File: src/rtl/vga_timing_gen.sv
// vga_timing_gen: parametrised VGA raster timing generator.
// A single clock domain with a pixel clock-enable (no derived clock) drives the
// horizontal/vertical counters. Sync, blank, DE and strobes are registered from
// the next (x,y), so they always line up with x_pixel/y_pixel.
// Optional feature: define VGA_TG_FRAME_CNT_EN to add the 16-bit frame_cnt output.
module vga_timing_gen #(
    parameter int CLK_DIV  = 4,
    parameter int H_ACTIVE = 640,
    parameter int H_FP     = 16,
    parameter int H_SYNC   = 96,
    parameter int H_BP     = 48,
    parameter int V_ACTIVE = 480,
    parameter int V_FP     = 10,
    parameter int V_SYNC   = 2,
    parameter int V_BP     = 33,
    parameter int H_POL    = 0,
    parameter int V_POL    = 0,
    parameter int COORD_W  = 10
) (
    input  logic               clk,
    input  logic               reset,
    input  logic               en,
    output logic               pix_ce,
    output logic               h_sync,
    output logic               v_sync,
    output logic               de,
    output logic               vblank,
    output logic [COORD_W-1:0] x_pixel,
    output logic [COORD_W-1:0] y_pixel,
    output logic               line_start,
    output logic               frame_start
`ifdef VGA_TG_FRAME_CNT_EN
    ,
    output logic [15:0]        frame_cnt
`endif
);

    localparam int H_TOTAL = H_ACTIVE + H_FP + H_SYNC + H_BP;
    localparam int V_TOTAL = V_ACTIVE + V_FP + V_SYNC + V_BP;
    localparam int DIV_W   = (CLK_DIV > 1) ? $clog2(CLK_DIV) : 1;

    // Region bounds are one bit wider than the coordinates so that an end bound
    // equal to 2**COORD_W is still representable.
    localparam logic [COORD_W:0] H_ACT_W  = (COORD_W+1)'(H_ACTIVE);
    localparam logic [COORD_W:0] HS_START = (COORD_W+1)'(H_ACTIVE + H_FP);
    localparam logic [COORD_W:0] HS_END   = (COORD_W+1)'(H_ACTIVE + H_FP + H_SYNC);
    localparam logic [COORD_W:0] V_ACT_W  = (COORD_W+1)'(V_ACTIVE);
    localparam logic [COORD_W:0] VS_START = (COORD_W+1)'(V_ACTIVE + V_FP);
    localparam logic [COORD_W:0] VS_END   = (COORD_W+1)'(V_ACTIVE + V_FP + V_SYNC);

    localparam logic [COORD_W-1:0] H_MAX   = COORD_W'(H_TOTAL - 1);
    localparam logic [COORD_W-1:0] V_MAX   = COORD_W'(V_TOTAL - 1);
    localparam logic [DIV_W-1:0]   DIV_MAX = DIV_W'(CLK_DIV - 1);

    localparam logic HS_ON = (H_POL != 0);
    localparam logic VS_ON = (V_POL != 0);

    if (CLK_DIV < 1 || H_ACTIVE < 1 || H_FP < 1 || H_SYNC < 1 || H_BP < 1 ||
        V_ACTIVE < 1 || V_FP < 1 || V_SYNC < 1 || V_BP < 1 ||
        H_TOTAL > (1 << COORD_W) || V_TOTAL > (1 << COORD_W)) begin : g_param_check
        $fatal(1, "vga_timing_gen: illegal timing parameter set");
    end

    logic [1:0]         rst_sync;
    logic               rst_n_int;
    logic [DIV_W-1:0]   div;
    logic               div_last;
    logic [COORD_W-1:0] h_cnt;
    logic [COORD_W-1:0] v_cnt;
    logic [COORD_W-1:0] x_next;
    logic [COORD_W-1:0] y_next;
    logic               h_last;
    logic               v_last;
    logic               hs_act;
    logic               vs_act;
    logic               de_next;
    logic               vb_next;
    logic               at_origin;

    // Reset synchroniser: asserts immediately, releases two clocks after reset rises.
    always_ff @(posedge clk or negedge reset) begin
        if (!reset) rst_sync <= '0;
        else        rst_sync <= {rst_sync[0], 1'b1};
    end

    assign rst_n_int = rst_sync[1];

    // Pixel strobe comes straight from the divider; gated by en so a frozen generator never strobes.
    assign div_last = (div == DIV_MAX);
    assign pix_ce   = en && div_last;

    // Pixel-rate divider; holds its phase while en is low.
    always_ff @(posedge clk or negedge rst_n_int) begin
        if (!rst_n_int)  div <= '0;
        else if (en)     div <= div_last ? '0 : div + 1'b1;
    end

    // Next raster position and the decoded regions at that position.
    always_comb begin
        h_last    = (h_cnt == H_MAX);
        v_last    = (v_cnt == V_MAX);
        x_next    = h_last ? '0 : h_cnt + 1'b1;
        y_next    = v_cnt;
        if (h_last) y_next = v_last ? '0 : v_cnt + 1'b1;
        hs_act    = ({1'b0, x_next} >= HS_START) && ({1'b0, x_next} < HS_END);
        vs_act    = ({1'b0, y_next} >= VS_START) && ({1'b0, y_next} < VS_END);
        de_next   = ({1'b0, x_next} < H_ACT_W) && ({1'b0, y_next} < V_ACT_W);
        vb_next   = ({1'b0, y_next} >= V_ACT_W);
        at_origin = (x_next == '0) && (y_next == '0);
    end

    // Counters and registered outputs advance together on each pixel strobe.
    // The internal counters reset to the last position so the first strobe lands on (0,0).
    always_ff @(posedge clk or negedge rst_n_int) begin
        if (!rst_n_int) begin
            h_cnt       <= H_MAX;
            v_cnt       <= V_MAX;
            x_pixel     <= '0;
            y_pixel     <= '0;
            de          <= 1'b0;
            vblank      <= 1'b0;
            h_sync      <= ~HS_ON;
            v_sync      <= ~VS_ON;
            line_start  <= 1'b0;
            frame_start <= 1'b0;
        end else if (pix_ce) begin
            h_cnt       <= x_next;
            v_cnt       <= y_next;
            x_pixel     <= x_next;
            y_pixel     <= y_next;
            de          <= de_next;
            vblank      <= vb_next;
            h_sync      <= hs_act ? HS_ON : ~HS_ON;
            v_sync      <= vs_act ? VS_ON : ~VS_ON;
            line_start  <= (x_next == '0);
            frame_start <= at_origin;
        end else begin
            line_start  <= 1'b0;
            frame_start <= 1'b0;
        end
    end

`ifdef VGA_TG_FRAME_CNT_EN
    // Frame counter steps on the same edge that raises frame_start; wraps naturally.
    always_ff @(posedge clk or negedge rst_n_int) begin
        if (!rst_n_int)              frame_cnt <= '0;
        else if (pix_ce && at_origin) frame_cnt <= frame_cnt + 1'b1;
    end
`endif

endmodule
File: config.mk
export PLATFORM = sky130hd
export DESIGN_NAME = vga_timing_gen
export DESIGN_NICKNAME = d
export VERILOG_FILES = /design/src/rtl/vga_timing_gen.sv
export SDC_FILE = /design/constraint.sdc
export NUM_CORES = 1
export LEC_CHECK = 0
export CORE_MARGIN = 1
export CORE_UTILIZATION = 30
export CTS_BUF_LIST = sky130_fd_sc_hd__clkbuf_4
export CTS_CLUSTER_DIAMETER = 50
export DETAILED_ROUTE_END_ITERATION = 16
export SYNTH_ARGS = -nofsm -noshare
export SYNTH_HDL_FRONTEND = slang
export SYNTH_SLANG_ARGS = --single-unit
File: constraint.sdc
create_clock -name clk -period 1.4 [get_ports clk]
set_input_delay 0.21 -clock clk [delete_from_list [all_inputs] [get_ports clk]]
set_output_delay 0.21 -clock clk [all_outputs]
set_load 0.02 [all_outputs]
# ---- Word level (Yosys, flattened, before mapping)
# Cells that the tools add are included.
dict set report op_classes {
  addsub 3
  mul 0
  div_mod_pow 0
  magnitude_cmp 7
  eq_ne 3
  shifts 0
  mux 8
  n_bitwise 0
  n_reduce_logical 7
}
# op count
set ops {}
lappend ops {{$mux 10} 3}
lappend ops {{$add 10x1->10 const B} 2}
lappend ops {{$eq 10x10->1 const B} 2}
lappend ops {{$ge 10x9->1 const B} 2}
lappend ops {{$logic_not 10->1} 2}
lappend ops {{$lt 10x10->1 const B} 2}
lappend ops {{$lt 10x9->1 const B} 2}
lappend ops {{$ge 10x10->1 const B} 1}
lappend ops {{$logic_and 1x1->1} 5}
lappend ops {{$mux 1} 4}
lappend ops {{$add 2x1->2 const B} 1}
lappend ops {{$eq 2x2->1 const B} 1}
lappend ops {{$mux 2} 1}
dict set report word_totals {
  ff_bits 50
  latch_bits 0
  ramBits 0
  rom_bits 0
  input_bits 3
  out_inout_bits 27
  wordCells 40
  memories 0
}

# ---- Depth between registers and ports, before layout
# Gate-level depths: netlist of run 1.
dict set report depth {
  ltp_word 6
  mapped_depth 10
  ltp_nobuf 8
}

# ---- Worst setup path before layout of run 1
# Ideal clock, no wire load.
dict set report synth_timing {
  kind {register to register}
  start {register h_cnt[0]}
  end {register de}
  setup_time_ps 122
  arrival_ps 2071
  t_required_ps 1278
  slack_ps -792
  stages_incl_launch_ff 10
  path_buffers 2
  period_less_slack_ps 2192
  cell_sequence {dfstp_2 ha_1 and4_4 buf_6 and3_1 buf_6 nand2_1 or2_0 and3_4 a32o_1}
}
dict set report synth_via {
  elab_chain_len 4
  elab_cells_between_ends 7
  cone_classes {1 x add/sub; 2 x order compare; 1 x eq/ne; 2 x mux; 1 x reduce/logical}
}
# item line
set synth_rtl {}
lappend synth_rtl {{start: declaration} 68} ;# logic [COORD_W-1:0] h_cnt;
lappend synth_rtl {{start signal: assignment} 127} ;# h_cnt <= x_next;
lappend synth_rtl {{$add 10x1->10 or $eq 10x10->1 (tied branches)} {102, 100}}
lappend synth_rtl {{$mux 10, on equally long branches} {102, 104}}
lappend synth_rtl {{$lt 10x10->1 or $lt 10x9->1 (tied branches)} 107} ;# de_next = ({1'b0, x_next} < H_ACT_W) && ({1'b0, y_next} < V_ACT_W);
lappend synth_rtl {{$logic_and 1x1->1 *} 107}
lappend synth_rtl {{end signal: assignment} 131} ;# de <= de_next;
lappend synth_rtl {{end: declaration} 26} ;# output logic de,
# Mark *: on every way between the ends. The rest lies on a longest branch, timed or not.
# A chain may end at the register's enable or synchronous reset.

# ---- Final worst setup path of run 1
dict set report layout_timing {
  start {register h_cnt[1]}
  end {register v_sync}
}
dict set report layout_via {
  elab_chain_len 5
  elab_cells_between_ends 6
  cone_classes {2 x order compare; 1 x eq/ne; 2 x mux; 1 x reduce/logical}
}
# item line
set layout_rtl {}
lappend layout_rtl {{$eq 10x10->1 *} 100} ;# h_last = (h_cnt == H_MAX);
lappend layout_rtl {{$mux 10 *} 104} ;# if (h_last) y_next = v_last ? '0 : v_cnt + 1'b1;
lappend layout_rtl {{$ge 10x9->1 or $lt 10x9->1 (tied branches)} 106} ;# vs_act = ({1'b0, y_next} >= VS_START) && ({1'b0, y_next} < VS_END);
lappend layout_rtl {{$logic_and 1x1->1 *} 106}
lappend layout_rtl {{$mux 1 *} 134} ;# v_sync <= vs_act ? VS_ON : ~VS_ON;
lappend layout_rtl {{end signal: assignment} 123} ;# v_sync <= ~VS_ON;
lappend layout_rtl {{end signal: assignment} 134}
lappend layout_rtl {{end: declaration} 25} ;# output logic v_sync,
# Marked as above.

==> metrics.md, run 1 <==
| Metric | Value |
|---|---|
| Outcome | `finished with violations` |
| Failing checks | `setup timing` |
| IO buf count | `29` |
| Setup Skew | `0.009106 ns` |
| Reg2Reg Setup Slack | `-0.65 ns` |
| Dpl hpwl | `4.492 mm` |
| DRT Pass-1 Iters | `4` |
| Synth area leader | `dfrtp_1` |
| Via count | `2160` |
| Detailed Route WL | `6.332 mm` |
| Post-DRT Antenna Nets | `0` |
| GPL Wtd Cong | `0.8359` |
| Primary FF master, synth | `dfrtp_1` |
| Synth area leaders | `dfrtp_1, dfstp_2, xnor2_1` |
| Crit Path Class | `reg -> reg` |
| Clk pin slew, worst setup/hold paths | `0.13 ns` |
| Startpoint types | `flip-flop` |
| Crit end category | `flip-flop` |
| Synthesized flop and latch total | `40` |
| RSZ-0062 raised after global routing | `true` |
| Ys async rst share | `100.0%` |
| Pwr dens | `1073 nW/um^2` |
| Chip Width | `90.69 um` |
| Netlist cell types | `60` |
| Final nets | `357` |
| Final setup TNS | `-12.49 ns` |
| Crit Path Max Fanout | `6` |
| Commonest cells after routing, fill and taps aside | `buf_4, buf_6, nand2_1` |
| Util after Layout | `49.10%` |
| Row Count | `31` |
| Area of the mapped netlist | `2360 um^2` |
| Worst Setup Slack post-DPL | `-0.6934 ns` |
| Die Y-Extent | `90.69 um` |
| Vias in the first global route | `2269` |
| Core box area | `7408 um^2` |
| Final Setup Violations | `32` |
| Drt first-iter violations | `98` |
| Vias/cell | `4.811` |
| Share of layout cells above drive strength 1 | `49.71%` |
| Worst skew pair latency | `0.36 ns` |
| LEAKAGE | `1.659 nW` |
| TritonCTS clock tree | `done` |
| Post-route insts no fill | `449` |
| Diodes inserted | `0` |
| Antenna violations before repair | `0` |
| Max Cap Violations | `0` |
| Initial Util | `31.85%` |
| Worst VDD drop | `0.7646 mV` |
| Number of synthesized flops with an enable pin | `0` |
| H-tree levels | `2` |
| Worst Hold Class | `reg -> async` |
| Area of the die | `8225 um^2` |
| Tot GR Track Use | `16.39%` |
| Req. time, crit path | `1.71 ns` |
| Yosys warnings | `0` |
| Cell count after placement | `421` |
| Largest net degree at the start of global routing | `39` |
| Clock buffer depth | `2` |
| Fin. max-slew vios | `0` |
| Fin worst setup slack | `-0.6542 ns` |
| Post-route DRC | `0` |
| Period utilization | `146.7%` |
| Crit path launch | `h_cnt[1]` |
| Hold WS | `0.2999 ns` |
| Area Overhead vs Synth | `54.14%` |
| Syn_nets | `254` |
| WL/cell | `14.10 um` |
| R2r startpoint | `h_cnt[1]` |
| Fin crit period | `2.054 ns` |
| F_max | `486.8 MHz` |
| Cell count after synthesis | `246` |
| Grt ovf | `0` |
| IO Pins | `30` |
| Clk root buf | `clkbuf_4` |
| TritonCTS Buffers | `5` |
| Clock sinks | `40` |
| Arrival time worst endpoint | `2.36 ns` |
| Reg2reg end | `v_sync` |
| Final Hold Vio Count | `0` |
| Reg2Reg Depth | `8` |
| Sequential-to-total area share from yosys stat | `43.05%` |
| Synth top area share | `29.69%` |
| Mapped Avg Cell Area | `9.593 um^2` |
| Most common cell after layout, fill and taps aside | `buf_4` |
| First-pass GRT wire length | `10.90 mm` |
flip-flops by register name (all words and copies together), names as in the netlist:
signal,count
x_pixel,10
rst_sync,2
frame_start,1
h_cnt,7
v_cnt,3
y_pixel,10
vblank,1
h_sync,1
line_start,1
v_sync,1
de,1
div,2
power breakdown:
part           leakage, nW  switching, mW  internal [mW]
Combinational         1.16          0.826          0.834
Clock               0.0249          0.422          0.189
Sequential           0.478          0.166           1.47
Total                 1.66           1.41           2.49
critical path, stage by stage, from the launching register on:
cell     delay [ns]
dfstp_2        0.58
ha_4           0.13
and4_4         0.24
and3_4         0.26
buf_6          0.12
nand2_4        0.06
nor3b_4        0.21
o21ai_2        0.08
o32a_1         0.34
area by class of cell:
class	instances	area (um^2)
Multi-Input combinational cell	177	1369
Fill cell	675	3771
Inverter	4	17.52
Clock inverter	3	18.77
Tap cell	99	123.9
Sequential cell	40	1018
Clock buffer	5	37.54
Timing Repair Buffer	121	1052
logic make-up (layout without fill, tap and decap cells):
| family | Yosys count | after routing | synth area share (%) |
|---|---|---|---|
| buffers and inverters | 30 | 133 | 8.112 |
| other | 1 | 1 | 0.1589 |
| adders and majority gates | 5 | 5 | 2.651 |
| and+or+nand+nor | 94 | 95 | 21.90 |
| muxes | 2 | 2 | 0.9543 |
| AOI/OAI and AO/OA | 53 | 53 | 15.06 |
| xor gates and xnor gates | 21 | 21 | 8.112 |
| DFF | 40 | 40 | 43.05 |
timing repair:
item	4_1_cts	5_1_grt
resized for setup	116	34
hold buffers	1	0
gates cloned	1	0
pin swaps	16	17
setup endpoints to repair	59	39
endpoints found under the hold margin	2	0
buffers inserted	15	10
cell usage after synthesis (all sizes together) (5+ instances only):
cell,n
a21oi,5
and3,5
buf,20
clkbuf,6
dfrtp,28
dfstp,12
ha,5
nand2,35
nand3,9
nand4,8
nor2,18
nor3,5
o21a,5
o21ai,17
xnor2,17
worst max-delay path by stage:
stage | end | slack, ns | depth (start not counted)
floorplan | v_sync | -0.71 | 9
global placement | v_sync | -0.64 | 7
detailed placement | v_sync | -0.69 | 7
CTS | v_sync | -0.65 | 8
global route | v_sync | -0.73 | 7
finish | v_sync | -0.65 | 8
per-stage QoR:
step,instance area (um^2),total power [mW]
2_1_floorplan,2411,2.440
5_1_grt,3637,4.164
3_5_place_dp,3184,3.143
3_3_place_gp,3184,3.116
6_report,3637,3.902
4_1_cts,3458,3.773
metal layers:
layer / vias up / global-route usage (%) / wire (um)
met4: 0 / 7.392 / 151
li1: 1074 / - / -
met1: 1032 / 21.97 / 3092
met3: 14 / 2.357 / 221
met2: 40 / 26.01 / 2867
met5: - / 0 / 0
(Power assumes the default switching activity.)
==> run 2, diff against run 1 <==
Clock period 1.4 ns to 2.35 ns, I/O delays scaled along.
==> metrics.md, run 2 (synthesis gave the netlist of run 1 again) <==
| Metric | Value |
|---|---|
| Outcome | `finished, final reports clean (was finished with violations)` |
| Final nets | `285 (was 357)` |
| Die Y-Extent | `90.69 um (unchanged)` |
| Period utilization | `92.36% (was 146.7%)` |
| Reg area | `1016 um^2 (was 1018 um^2)` |
| Vias/cell | `4.963 (was 4.811)` |
| Placed Area | `2755 um^2 (was 3184 um^2)` |
| Final Total Pwr | `2.135 mW (was 3.902 mW)` |
| Crit Path Class | `reg -> reg (unchanged)` |
| Hold WS | `0.1516 ns (was 0.2999 ns)` |
| Chip Width | `90.69 um (unchanged)` |
| Clock buffer depth | `2 (unchanged)` |
| Clock sinks | `40 (unchanged)` |
| Arrival time worst endpoint | `2.47 ns (was 2.36 ns)` |
| Max Cap Violations | `0 (unchanged)` |
| Pwr dens | `749.0 nW/um^2 (was 1073 nW/um^2)` |
| IO Pins | `30 (unchanged)` |
| Startpoint types | `flip-flop (unchanged)` |
| Commonest cells after routing, fill and taps aside | `nand2_1, clkdlybuf4s50_1, dfrtp_1 (was buf_4, buf_6, nand2_1)` |
| Grt ovf | `0 (unchanged)` |
| Worst VDD drop | `0.4007 mV (was 0.7646 mV)` |
| Largest regs | `x_pixel x10, y_pixel x10, h_cnt x7 (unchanged)` |
| Final Setup Violations | `0 (was 32)` |
| Final setup TNS | `0 ns (was -12.49 ns)` |
| F_max | `460.7 MHz (was 486.8 MHz)` |
| LEAKAGE | `1.180 nW (was 1.659 nW)` |
| Share of layout cells above drive strength 1 | `20.50% (was 49.71%)` |
| TritonCTS clock tree | `done (unchanged)` |
| Multi-input gate area | `1172 um^2 (was 1369 um^2)` |
| Drt first-iter violations | `118 (was 98)` |
| Antenna violations before repair | `0 (unchanged)` |
| IO buf count | `29 (unchanged)` |
| Setup Skew | `0.008793 ns (was 0.009106 ns)` |
| Worst Hold Class | `in -> async (was reg -> async)` |
| Fin crit period | `2.170 ns (was 2.054 ns)` |
| Largest net degree at the start of global routing | `39 (unchanged)` |
| Most common cell after layout, fill and taps aside | `nand2_1 (was buf_4)` |
| Post-route DRC | `0 (unchanged)` |
| Area of the die | `8225 um^2 (unchanged)` |
| Detailed Route WL | `5.119 mm (was 6.332 mm)` |
| Reg2Reg Setup Slack | `0.18 ns (was -0.65 ns)` |
| Worst Setup Slack post-DPL | `0.07596 ns (was -0.6934 ns)` |
| TritonCTS Buffers | `5 (unchanged)` |
| Fin worst setup slack | `0.1796 ns (was -0.6542 ns)` |
| RSZ-0062 raised after global routing | `false (was true)` |
| Design area | `2850 um^2 (was 3637 um^2)` |
| Fin. max-slew vios | `0 (unchanged)` |
| Vias in the first global route | `1771 (was 2269)` |
| Final Hold Vio Count | `0 (unchanged)` |
| Crit end category | `flip-flop (unchanged)` |
| Req. time, crit path | `2.65 ns (was 1.71 ns)` |
| H-tree levels | `2 (unchanged)` |
| R2r startpoint | `h_cnt[0] (was h_cnt[1])` |
| DRT Pass-1 Iters | `4 (unchanged)` |
| Area Overhead vs Synth | `20.78% (was 54.14%)` |
| Initial Util | `31.85% (unchanged)` |
| Fill count | `733 (was 675)` |
| Tot GR Track Use | `13.01% (was 16.39%)` |
| Clk pin slew, worst setup/hold paths | `0.12 ns (was 0.13 ns)` |
| Reg2reg end | `frame_start (was v_sync)` |
| Dpl hpwl | `3.712 mm (was 4.492 mm)` |
| First-pass GRT wire length | `8.673 mm (was 10.90 mm)` |
| Reg2Reg Depth | `7 (was 8)` |
| Post-DRT Antenna Nets | `0 (unchanged)` |
| Worst skew pair latency | `0.35 ns (was 0.36 ns)` |
| Crit Path Max Fanout | `8 (was 6)` |
| GPL Wtd Cong | `0.8342 (was 0.8359)` |
| WL/cell | `13.58 um (was 14.10 um)` |
| Diodes inserted | `0 (unchanged)` |
| Via count | `1871 (was 2160)` |
| Core box area | `7408 um^2 (unchanged)` |
| Post-CTS Repair Setup Buffers | `0 (was 15)` |
| Row Count | `31 (unchanged)` |
| Clk root buf | `clkbuf_4 (unchanged)` |
[run 2: changes by cell type in the layout (fill, tap and decap cells not counted), sizes merged]
cell           before  now
buf               104   21
clkdlybuf4s50       2   29
dlygate4sd2        14    0
clkinvlp            2    0
and3                6    5
bufinv              0    1
clkinv              1    2
dlygate4sd3         1    0
[run 2: worst max path at each step]
| stage | startpoint | endpoint | slack (ns) | cells past startpoint |
|---|---|---|---|---|
| final | h_cnt[0] | frame_start | 0.18 | 7 |
| after global routing | h_cnt[0] | frame_start | 0.02 | 8 |
| after CTS | h_cnt[0] | frame_start | 0.05 | 7 |
| after detailed placement | h_cnt[0] | frame_start | 0.08 | 7 |
| after global placement | h_cnt[0] | frame_start | 0.12 | 7 |
| after floorplan | h_cnt[0] | de | 0.16 | 9 |
[run 2: metrics by stage]
stage / util, % / cells
floorplan: - / 246
global placement: 37.19 / 369
detailed placement: 37.19 / 369
CTS: 38.20 / 377
global route: 38.47 / 377
finish: 38.47 / 377
[run 2: timing repair]
item,4_1_cts,5_1_grt
hold buffers,0,0
resized for setup,0,5
endpoints found under the setup margin,0,3
[run 2: area by class of cell]
class	instances	area share [%]
sequential	40	35.65
timing repair buffer	50	15.72
inverter	4	0.5268
clock inverter	3	1.317
clock buffer	5	1.317
tap	99	4.346
multi-input combinational	176	41.13
[run 2: report_power, final]
group,internal (mW),switching [mW]
logic,0.328,0.342
registers,0.876,0.142
clock network,0.217,0.230
[run 2: layer usage]
layer | track usage, % | part of all wire (%) | vias up | wire length, um
met2 | 18.56 | 43 | 64 | 2191
met3 | 2.862 | 5.3 | 5 | 273
met1 | 18.76 | 51 | 887 | 2588
li1 | - | - | 915 | -
met4 | 5.376 | 1.3 | 0 | 65
met5 | 0 | 0 | - | 0
[run 2: worst max-delay path, stage by stage, from the launching register on]
cell and delay (ns):
dfstp_2 0.60, ha_1 0.18, and4_4 0.22, and3_2 0.26, buf_4 0.17, a311oi_1 0.05, nor4_2 0.39, o2111a_1 0.24
==> run 3, diff against run 2 <==
Settings changed: CTS_CLUSTER_DIAMETER 50 to 80.
==> results of run 3 <==
The final DEF is identical to that of run 2; final timing and power are the same.
